--- config.mk ---
export PLATFORM = sky130hd
export DESIGN_NAME = uart_cmd_ctrl_flat
export DESIGN_NICKNAME = d
export VERILOG_FILES = /design/src/rtl/uart_cmd_ctrl_if.sv /design/src/rtl/uart_cmd_ctrl.sv /design/src/flat_wrapper.sv
export SDC_FILE = /design/constraint.sdc
export NUM_CORES = 1
export LEC_CHECK = 0
export ABC_CLOCK_PERIOD_IN_PS = 5990
export BUFFER_PORTS_ARGS = -buffer_cell sky130_fd_sc_hd__buf_2
export CAP_MARGIN = 20
export CORE_MARGIN = 8
export CORE_UTILIZATION = 50
export CTS_BUF_LIST = sky130_fd_sc_hd__clkbuf_16
export DETAILED_ROUTE_END_ITERATION = 12
export PLACE_DENSITY = 0.85
export SETUP_SLACK_MARGIN = 0.4
export SYNTH_ARGS = -nofsm -noshare
export SYNTH_HDL_FRONTEND = slang
export SYNTH_SLANG_ARGS = --single-unit
--- constraint.sdc ---
create_clock -name iClk -period 5.99 [get_ports iClk]
set_input_delay 0.599 -clock iClk [delete_from_list [all_inputs] [get_ports iClk]]
set_output_delay 0.599 -clock iClk [all_outputs]
set_load 0.02 [all_outputs]
--- src/rtl/uart_cmd_ctrl_if.sv ---
// Handshake bundle between uart_cmd_ctrl and its UART receiver, UART transmitter
// and arithmetic core. slave = the controller, master = the surrounding blocks.
interface uart_cmd_ctrl_if #(
  parameter int OP_BYTES  = 4,
  parameter int RES_BYTES = 8
);
  logic [7:0]             iRxByte;
  logic                   iRxDone;
  logic [7:0]             oOpcode;
  logic [OP_BYTES*8-1:0]  oOperandA;
  logic [OP_BYTES*8-1:0]  oOperandB;
  logic                   oStart;
  logic                   iDone;
  logic [RES_BYTES*8-1:0] iResult;
  logic [7:0]             oTxByte;
  logic                   oTxStart;
  logic                   iTxDone;
  logic                   oBusy;
  logic                   oErr;

  modport slave (
    input  iRxByte, iRxDone, iDone, iResult, iTxDone,
    output oOpcode, oOperandA, oOperandB, oStart, oTxByte, oTxStart, oBusy, oErr
  );

  modport master (
    output iRxByte, iRxDone, iDone, iResult, iTxDone,
    input  oOpcode, oOperandA, oOperandB, oStart, oTxByte, oTxStart, oBusy, oErr
  );
endinterface

--- src/rtl/uart_cmd_ctrl.sv ---
// UART command sequencer: collects opcode + two operands, launches the core, streams
// the result back byte-by-byte. Optional trailing XOR checksum byte: UART_CMD_CHECKSUM_EN.
module uart_cmd_ctrl #(
  parameter int OP_BYTES     = 4,
  parameter int RES_BYTES    = 8,
  parameter int TIMEOUT_CLKS = 1_250_000
) (
  input  logic           iClk,
  input  logic           iRstN,
  uart_cmd_ctrl_if.slave bus
);
  localparam int OPW  = OP_BYTES * 8;
  localparam int RESW = RES_BYTES * 8;
  localparam int MAXB = (OP_BYTES > RES_BYTES) ? OP_BYTES : RES_BYTES;
  localparam int CW   = $clog2(MAXB + 1);
  localparam int TW   = $clog2(TIMEOUT_CLKS + 1);
  localparam logic [CW-1:0] OP_LAST  = CW'(OP_BYTES - 1);
  localparam logic [CW-1:0] RES_LAST = CW'(RES_BYTES - 1);
  localparam logic [TW-1:0] TO_LAST  = TW'(TIMEOUT_CLKS - 1);

  typedef enum logic [2:0] {
    sIDLE, sRX_A, sRX_B,
`ifdef UART_CMD_CHECKSUM_EN
    sRX_CHK,
`endif
    sSTART, sWAIT, sTX_SEND, sTX_WAIT
  } state_t;

  state_t          r_state;
  logic [7:0]      r_opcode;
  logic [OPW-1:0]  r_opa;
  logic [OPW-1:0]  r_opb;
  logic            r_start;
  logic [7:0]      r_txbyte;
  logic            r_txstart;
  logic            r_err;
  logic [CW-1:0]   r_cnt;
  logic [TW-1:0]   r_to;
  logic [RESW-1:0] r_sh;
`ifdef UART_CMD_CHECKSUM_EN
  logic [7:0]      r_chk;
`endif

  logic            w_rx_state;
  logic            w_to_exp;
  logic [OPW-1:0]  w_opa_shift;
  logic [OPW-1:0]  w_opb_shift;
  logic [RESW-1:0] w_sh_next;

  assign w_rx_state = (r_state == sRX_A) || (r_state == sRX_B)
`ifdef UART_CMD_CHECKSUM_EN
                      || (r_state == sRX_CHK)
`endif
                      ;
  assign w_to_exp    = (r_to == TO_LAST);
  assign w_opa_shift = OPW'({r_opa, bus.iRxByte});
  assign w_opb_shift = OPW'({r_opb, bus.iRxByte});
  assign w_sh_next   = r_sh << 8;

  always_ff @(posedge iClk or negedge iRstN) begin
    if (!iRstN) begin
      r_state   <= sIDLE;
      r_opcode  <= '0;
      r_opa     <= '0;
      r_opb     <= '0;
      r_start   <= 1'b0;
      r_txbyte  <= '0;
      r_txstart <= 1'b0;
      r_err     <= 1'b0;
      r_cnt     <= '0;
      r_to      <= '0;
      r_sh      <= '0;
`ifdef UART_CMD_CHECKSUM_EN
      r_chk     <= '0;
`endif
    end else begin
      r_start   <= 1'b0;
      r_txstart <= 1'b0;
      r_err     <= 1'b0;
      // Inter-byte timer only ticks while a frame is being received
      if (w_rx_state) r_to <= bus.iRxDone ? '0 : r_to + TW'(1);
      else            r_to <= '0;

      case (r_state)
        sIDLE: if (bus.iRxDone) begin
          r_opcode <= bus.iRxByte;
          r_cnt    <= '0;
          r_state  <= sRX_A;
`ifdef UART_CMD_CHECKSUM_EN
          r_chk    <= bus.iRxByte;
`endif
        end
        sRX_A: if (bus.iRxDone) begin
          r_opa <= w_opa_shift;
`ifdef UART_CMD_CHECKSUM_EN
          r_chk <= r_chk ^ bus.iRxByte;
`endif
          if (r_cnt == OP_LAST) begin
            r_cnt   <= '0;
            r_state <= sRX_B;
          end else r_cnt <= r_cnt + CW'(1);
        end
        sRX_B: if (bus.iRxDone) begin
          r_opb <= w_opb_shift;
`ifdef UART_CMD_CHECKSUM_EN
          r_chk <= r_chk ^ bus.iRxByte;
`endif
          if (r_cnt == OP_LAST) begin
            r_cnt   <= '0;
`ifdef UART_CMD_CHECKSUM_EN
            r_state <= sRX_CHK;
`else
            r_state <= sSTART;
            r_start <= 1'b1;
`endif
          end else r_cnt <= r_cnt + CW'(1);
        end
`ifdef UART_CMD_CHECKSUM_EN
        sRX_CHK: if (bus.iRxDone) begin
          if (bus.iRxByte == r_chk) begin
            r_state <= sSTART;
            r_start <= 1'b1;
          end else begin
            // Bad frame: skip the core and answer with a single 0xEE byte
            r_err     <= 1'b1;
            r_txbyte  <= 8'hEE;
            r_txstart <= 1'b1;
            r_cnt     <= RES_LAST;
            r_state   <= sTX_SEND;
          end
        end
`endif
        sSTART: r_state <= sWAIT;
        sWAIT: if (bus.iDone) begin
          r_sh      <= bus.iResult;
          r_txbyte  <= bus.iResult[RESW-1 -: 8];
          r_txstart <= 1'b1;
          r_cnt     <= '0;
          r_state   <= sTX_SEND;
        end
        sTX_SEND: r_state <= sTX_WAIT;
        sTX_WAIT: if (bus.iTxDone) begin
          if (r_cnt == RES_LAST) begin
            r_cnt   <= '0;
            r_state <= sIDLE;
          end else begin
            r_cnt     <= r_cnt + CW'(1);
            r_sh      <= w_sh_next;
            r_txbyte  <= w_sh_next[RESW-1 -: 8];
            r_txstart <= 1'b1;
            r_state   <= sTX_SEND;
          end
        end
        default: r_state <= sIDLE;
      endcase

      // Expiry loses to a coincident byte; otherwise abandon the frame
      if (w_rx_state && !bus.iRxDone && w_to_exp) begin
        r_state <= sIDLE;
        r_err   <= 1'b1;
        r_opa   <= '0;
        r_opb   <= '0;
        r_cnt   <= '0;
        r_to    <= '0;
      end
    end
  end

  assign bus.oOpcode   = r_opcode;
  assign bus.oOperandA = r_opa;
  assign bus.oOperandB = r_opb;
  assign bus.oStart    = r_start;
  assign bus.oTxByte   = r_txbyte;
  assign bus.oTxStart  = r_txstart;
  assign bus.oBusy     = (r_state != sIDLE);
  assign bus.oErr      = r_err;
endmodule

--- src/flat_wrapper.sv ---
// flat-port wrapper written by rule: the top's interface ports become plain ports
module uart_cmd_ctrl_flat 
#(
  parameter int OP_BYTES     = 4,
  parameter int RES_BYTES    = 8,
  parameter int TIMEOUT_CLKS = 1_250_000
)
  (iClk, iRstN, bus_iRxByte, bus_iRxDone, bus_iDone, bus_iResult, bus_iTxDone, bus_oOpcode, bus_oOperandA, bus_oOperandB, bus_oStart, bus_oTxByte, bus_oTxStart, bus_oBusy, bus_oErr);
  uart_cmd_ctrl_if #(.OP_BYTES(OP_BYTES), .RES_BYTES(RES_BYTES)) bus_i ();
  input  logic iClk;
  input  logic iRstN;
  input wire logic [$bits(bus_i.iRxByte)-1:0] bus_iRxByte;
  input wire logic [$bits(bus_i.iRxDone)-1:0] bus_iRxDone;
  input wire logic [$bits(bus_i.iDone)-1:0] bus_iDone;
  input wire logic [$bits(bus_i.iResult)-1:0] bus_iResult;
  input wire logic [$bits(bus_i.iTxDone)-1:0] bus_iTxDone;
  output wire logic [$bits(bus_i.oOpcode)-1:0] bus_oOpcode;
  output wire logic [$bits(bus_i.oOperandA)-1:0] bus_oOperandA;
  output wire logic [$bits(bus_i.oOperandB)-1:0] bus_oOperandB;
  output wire logic [$bits(bus_i.oStart)-1:0] bus_oStart;
  output wire logic [$bits(bus_i.oTxByte)-1:0] bus_oTxByte;
  output wire logic [$bits(bus_i.oTxStart)-1:0] bus_oTxStart;
  output wire logic [$bits(bus_i.oBusy)-1:0] bus_oBusy;
  output wire logic [$bits(bus_i.oErr)-1:0] bus_oErr;
  assign bus_i.iRxByte = bus_iRxByte;
  assign bus_i.iRxDone = bus_iRxDone;
  assign bus_i.iDone = bus_iDone;
  assign bus_i.iResult = bus_iResult;
  assign bus_i.iTxDone = bus_iTxDone;
  assign bus_oOpcode = bus_i.oOpcode;
  assign bus_oOperandA = bus_i.oOperandA;
  assign bus_oOperandB = bus_i.oOperandB;
  assign bus_oStart = bus_i.oStart;
  assign bus_oTxByte = bus_i.oTxByte;
  assign bus_oTxStart = bus_i.oTxStart;
  assign bus_oBusy = bus_i.oBusy;
  assign bus_oErr = bus_i.oErr;
  uart_cmd_ctrl #(.OP_BYTES(OP_BYTES), .RES_BYTES(RES_BYTES), .TIMEOUT_CLKS(TIMEOUT_CLKS)) u_core (.iClk(iClk), .iRstN(iRstN), .bus(bus_i));
endmodule
# Yosys cells after proc, flatten, opt, wreduce, memory -nomap -nowiden
# Index checks and enable logic that the tools add are counted.
op_classes:
  addsub: 2
  eq_ne: 20
  mux: 43
  n_reduce_logical: 18
op_table:
  columns: ["cell", "count"]
  rows:
  - ["two-way mux 32 bit", 6]
  - ["two-way mux 56 bit", 3]
  - ["one-hot mux 56 bit (2 select lines)", 1]
  - ["two-way mux 21 bit", 3]
  - ["two-way mux 4 bit", 7]
  - ["two-way mux 3 bit", 9]
  - ["two-way mux 8 bit", 3]
  - ["adder 21 x 1 -> 21 bit (second input constant)", 1]
  - ["equality test 21 bit (second input constant)", 1]
  - ["one-hot mux 3 bit (7 select lines)", 1]
  - ["one-hot mux 4 bit (4 select lines)", 1]
  - ["one-hot mux 8 bit (2 select lines)", 1]
  - ["inequality test 3 bit (second input constant)", 4]
  - ["equality test 3 bit (second input constant)", 3]
  - ["inequality test 3 x 2 -> 1 bit (second input constant)", 3]
  - ["nonzero test 2 bit", 4]
  - ["two-way mux 1 bit", 7]
  - ["AND reduction 7 bit", 1]
  - ["equality test 3 x 2 -> 1 bit (second input constant)", 2]
  - ["inequality test 2 bit (second input constant)", 3]
  - ["AND reduction 2 bit", 3]
  - ["AND reduction 5 bit", 1]
  - ["nonzero test 5 bit", 1]
  - ["adder 4 x 1 -> 4 bit (second input constant)", 1]
  - ["12 further kinds", 13]
totals:
  ff_bits: 167
  input_bits: 77

# Logic depth before layout (Yosys ltp)
logic_depth:
  ltp_word: 6
  ltp_mapped: 8
  ltp_nobuf: 6

# Worst setup path after synthesis
# Ideal clock, no wire load.
synth_timing:
  path_type: "register -> register"
  from: "register u_core.r_to[5]"
  to: "register u_core.r_state[1]"
  setup_ns: 0.124
  arrival_ns: 2.151
  required_ns: 5.866
  path_slack_ns: 3.715
  path_stages_with_launch: 6
  period_less_slack_ns: 2.275
  path_cell_list: "dfrtp_1 -> or4_1 -> or4_4 -> nor4_4 -> nor2_1 -> a211o_1"
synth_via:
  elab_chain_cells: 4
synth_rtl:
  columns: ["element", "line_no", "rtl"]
  rows:
  - ["from (decl)", "uart_cmd_ctrl.sv:38", "logic [TW-1:0] r_to;"]
  - ["from (signal assigned)", "uart_cmd_ctrl.sv:81", "if (w_rx_state) r_to <= bus.iRxDone ? '0 : r_to + TW'(1);"]
  - ["equality test 21 bit *", "uart_cmd_ctrl.sv:55", "assign w_to_exp = (r_to == TO_LAST);"]
  - ["logical AND 1 bit *", "uart_cmd_ctrl.sv:158", "if (w_rx_state && !bus.iRxDone && w_to_exp) begin"]
  - ["inequality test 3 bit (no line) or inequality test 3 x 2 -> 1 bit (tied branches)", null, null]
  - ["AND reduction 7 bit (no line)", null, null]
  - ["to (signal assigned)", "uart_cmd_ctrl.sv:62", "r_state <= sIDLE;"]
  - ["to (signal assigned)", "uart_cmd_ctrl.sv:154", "default: r_state <= sIDLE;"]
  - ["to (signal assigned)", "uart_cmd_ctrl.sv:159", "r_state <= sIDLE;"]
  - ["to (decl)", "uart_cmd_ctrl.sv:29", "state_t r_state;"]
# Mark *: on every way between the ends. The rest lies on a longest branch, timed or not.
# A chain may end at the register's enable or synchronous reset.

# Worst setup path after layout
# Same ends and word-level chain as after synthesis.

==> impl_metrics.yaml <==
route:
  drt-initial-drc-count: 471
  vias_per_cell: 5.33
  detail-route-antenna-nets: 0
  vias: 5737
  firstDrtPassIters: 4
  wire_per_inst_um: 16.1
  postRouteWirelength_um: 17300
  drc: 0
worst_setup_path:
  timing.critical_path.cells: "or4_1, or4_4, nor4_4, buf_4, nor2_1, a211o_1"
  timing.critical_path.max_delay_family: "simple AND/OR/NAND/NOR gates"
  start_kind: "register"
  worst-endpoint-required_ns: 6.31
  critPathCaptureType: "register"
  crit_arrival_ns: 3.35
  timing.critical_path.slowest_cell_delay_ns: 0.58
  cp_slowest_cell: "sky130_fd_sc_hd__or4_4"
  crit_buf_inv: 1
  crit_path_max_fanout: 66
  path_class: "register to register"
clock_network:
  cts.hold.buffers_added: 0
  clock_latency_on_the_worst_skew_pair_ns: 0.43
  clock_sink_count: 167
  tritoncts: "built"
  root_buffer_cell: "sky130_fd_sc_hd__clkbuf_16"
  h-tree-depth: 4
  cts_made_buffers: 17
  cts.clk_slew.worst_paths_ns: 0.07
  clock_path_buffers: 2
  cts_setup_buffers: 0
  post_cts.resized_instances: 0
sta:
  timing.final.crit_share_pct: 50.6
  timing_worst_slew_pin_value_ns: 1.01
  post-route-min-period_ns: 3.03
  finalMaxSlewViolations: 0
  setup_violations: 0
  max_freq_mhz: 330
  rsz0062_at_grt: "no"
  timing_hold_violations_final: 0
  maxSlewHeadroom_pct: 32.8
  setup_total_negative_slack_ns: 0
  finClkSkew_ns: 0.0109
place:
  place_hpwl_um: 11800
  finalWeightedCongestion: 0.815
  placement.cell_area_um2: 8210
  number_of_i_o_port_buffers: 160
synth:
  post_synth_instance_area_um2: 7310
  ys_seq_area_share_pct: 57.2
  postSynthAreaPerCell_um2: 9.86
  post_synth_num_cell_types: 42
  dominantRegCellSynth: "sky130_fd_sc_hd__dfrtp_1"
  synth.ff_latch_count: 167
  synthesis.instances: 741
  synthArstFlopShare_pct: 100
  synth_fp_nets: 820
  synthesis.yosys.warnings: 0
  count_of_flip_flops_with_a_built_in_enable_after_synthesis: 0
layout:
  area_growth_syn_to_layout_pct: 21.0
  design.final.nets: 958
  multiInputGateArea_um2: 2900
  fillCellCount: 1229
  final_area_um2: 8840
  area.sequential_um2: 4180
  postLayoutCoreUtil_pct: 61.3
  final_layout_size_suffix_gt1_share_pct: 23.9
global_route:
  grt.total_usage_pct: 18.9
  first_pass_grt_wire_length_um: 27900
  first_global_vias: 5573
  grt_antenna_before_repair: 1
  grt_overflow: 0
  grt_max_degree: 122
worst_hold_path:
  worstHoldPathType: "primary input to asynchronous set/reset pin"
die:
  design.die.area_um2: 18700
  num_io_pins: 161
  fp.dieW_um: 137
  placement_rows: 44
  initial_core_util_pct: 50.7
  floorplan.die.height_um: 137
  core_region_area_um2: 14400
run_status:
  result_of_the_run: "finished, final reports clean"
power_and_ir_drop:
  vdd_ir_drop_max_mv: 0.201
  p_leak_nw: 4.65
  power-per-cell-area_nw_per_um2: 492
run:
  maxCapViolCount: 0
report_power, final:
part           internal (mW)  total, mW  switching [mW]
clock network          0.657       1.11           0.455
registers               1.55       1.86           0.306
logic                  0.517       1.38           0.862
stage by stage:
stage	setup slack (ns)	instances	hold WS, ns	power, mW
finish	2.96	1077	0.256	4.35
global route	2.78	1077	0.343	4.63
CTS	2.96	1075	0.309	4.38
detailed placement	2.99	1043	0.469	3.25
global placement	3.00	1042	0.458	3.17
floorplan	3.72	741	0.303	2.73
cells in the mapped netlist, types with 2 or more instances:
master                       n  area share [%]
sky130_fd_sc_hd__nor2b_1     3            0.26
sky130_fd_sc_hd__or4_1       2            0.21
sky130_fd_sc_hd__buf_4       6            0.62
sky130_fd_sc_hd__dfrtp_1   167              57
sky130_fd_sc_hd__nor2_1     33             1.7
sky130_fd_sc_hd__clkbuf_1   34             1.7
sky130_fd_sc_hd__ha_1        2            0.34
sky130_fd_sc_hd__and2_1      2            0.17
sky130_fd_sc_hd__a22o_1      9             1.1
sky130_fd_sc_hd__nand3_1    11            0.75
sky130_fd_sc_hd__buf_2       5            0.34
sky130_fd_sc_hd__or3_1       4            0.34
sky130_fd_sc_hd__nand4_1     6            0.51
sky130_fd_sc_hd__xnor2_1    11             1.3
sky130_fd_sc_hd__o21ai_0    66             4.5
sky130_fd_sc_hd__a21oi_1    67             4.6
sky130_fd_sc_hd__nor4_1      2            0.17
sky130_fd_sc_hd__nor3_1      3            0.21
sky130_fd_sc_hd__mux2_2      9             1.4
sky130_fd_sc_hd__buf_1       3            0.15
sky130_fd_sc_hd__o22ai_1     2            0.17
sky130_fd_sc_hd__nand2_1   194              10
sky130_fd_sc_hd__xor2_1      8            0.96
sky130_fd_sc_hd__inv_1      11            0.57
sky130_fd_sc_hd__or4b_1      2            0.27
sky130_fd_sc_hd__nand2b_1    5            0.43
sky130_fd_sc_hd__mux2i_1    58             7.9
sky130_fd_sc_hd__and4_1      2            0.24
worst register-to-register path, stage by stage, from the launching register on:
cell	delay [ns]
sky130_fd_sc_hd__dfrtp_1	0.43
sky130_fd_sc_hd__or4_1	0.54
sky130_fd_sc_hd__or4_4	0.58
sky130_fd_sc_hd__nor4_4	0.26
sky130_fd_sc_hd__buf_4	0.58
sky130_fd_sc_hd__nor2_1	0.20
sky130_fd_sc_hd__a211o_1	0.33
area by class of cell:
| cell class | instances | area share [%] |
|---|---|---|
| Timing Repair Buffer | 167 | 10.0 |
| Tap cell | 184 | 2.60 |
| Multi-Input combinational cell | 515 | 32.8 |
| Clock inverter | 15 | 2.02 |
| Antenna cell | 1 | 0.0283 |
| Inverter | 11 | 0.467 |
| Sequential cell | 167 | 47.3 |
| Clock buffer | 17 | 4.81 |
path summary, 6_finish.rpt:
check                      slack (ns)                               from  cells past startpoint                                 to
setup / recovery                 2.96           u_core.r_to[5]$_DFF_PN0_                      6      u_core.r_state[1]$_DFFE_PN0P_
setup reg to reg                 2.96           u_core.r_to[5]$_DFF_PN0_                      6      u_core.r_state[1]$_DFFE_PN0P_
hold / removal                   0.26                              iRstN                      1         u_core.r_sh[1]$_DFFE_PN0P_
min in group iClk                0.38                     bus_iResult[1]                      2         u_core.r_sh[1]$_DFFE_PN0P_
hold reg to reg                  0.48  u_core.bus.oTxByte[2]$_DFFE_PN0P_                      2  u_core.bus.oTxByte[2]$_DFFE_PN0P_
max in group asynchronous        4.32                              iRstN                      2  u_core.bus.oOpcode[1]$_DFFE_PN0P_
metal layers:
| metal | part of all wire, % | vias up | wire length (µm) | track usage [%] |
|---|---|---|---|---|
| li1 | - | 2790 | - | - |
| met5 | 0 | - | 0 | 0 |
| met3 | 6.0 | 20 | 1040 | 5.87 |
| met2 | 51 | 160 | 8810 | 30.1 |
| met4 | 1.5 | 0 | 258 | 7.18 |
| met1 | 42 | 2767 | 7240 | 23.6 |
layout by cell type (no fill, tap or decap), drive strengths merged, types with 2 or more instances in the layout:
cell / instances
clkinv: 6
or4: 3
bufinv: 3
a21oi: 67
nor4: 3
or4b: 2
clkinvlp: 3
or3: 4
nand3: 11
nor2b: 3
and2: 2
a22o: 9
o21ai: 66
nor3: 3
nor2: 33
xor2: 8
dfrtp: 167
inv: 14
clkbuf: 17
mux2: 9
mux2i: 58
o22ai: 2
ha: 2
nand4: 6
buf: 167
and4: 2
xnor2: 11
nand2: 194
nand2b: 5
state kept, by name (all words and copies together) (netlist names):
register and count:
u_core.r_to 21, u_core.r_cnt 4, u_core.bus.oTxStart 1, u_core.bus.oOpcode 8, u_core.bus.oErr 1, u_core.r_sh 56, u_core.bus.oStart 1, u_core.r_state 3
u_core.bus.oTxByte 8, u_core.bus.oOperandB 32, u_core.bus.oOperandA 32
logic make-up after synthesis:
family / after synthesis / synth area share, %
fa+ha+maj: 2 / 0.342
simple gates: 274 / 16.0
buf+inv: 59 / 3.42
xor+xnor: 19 / 2.28
mux: 67 / 9.33
compound gates: 153 / 11.5
flops: 167 / 57.2
(Power assumes the default switching activity.)
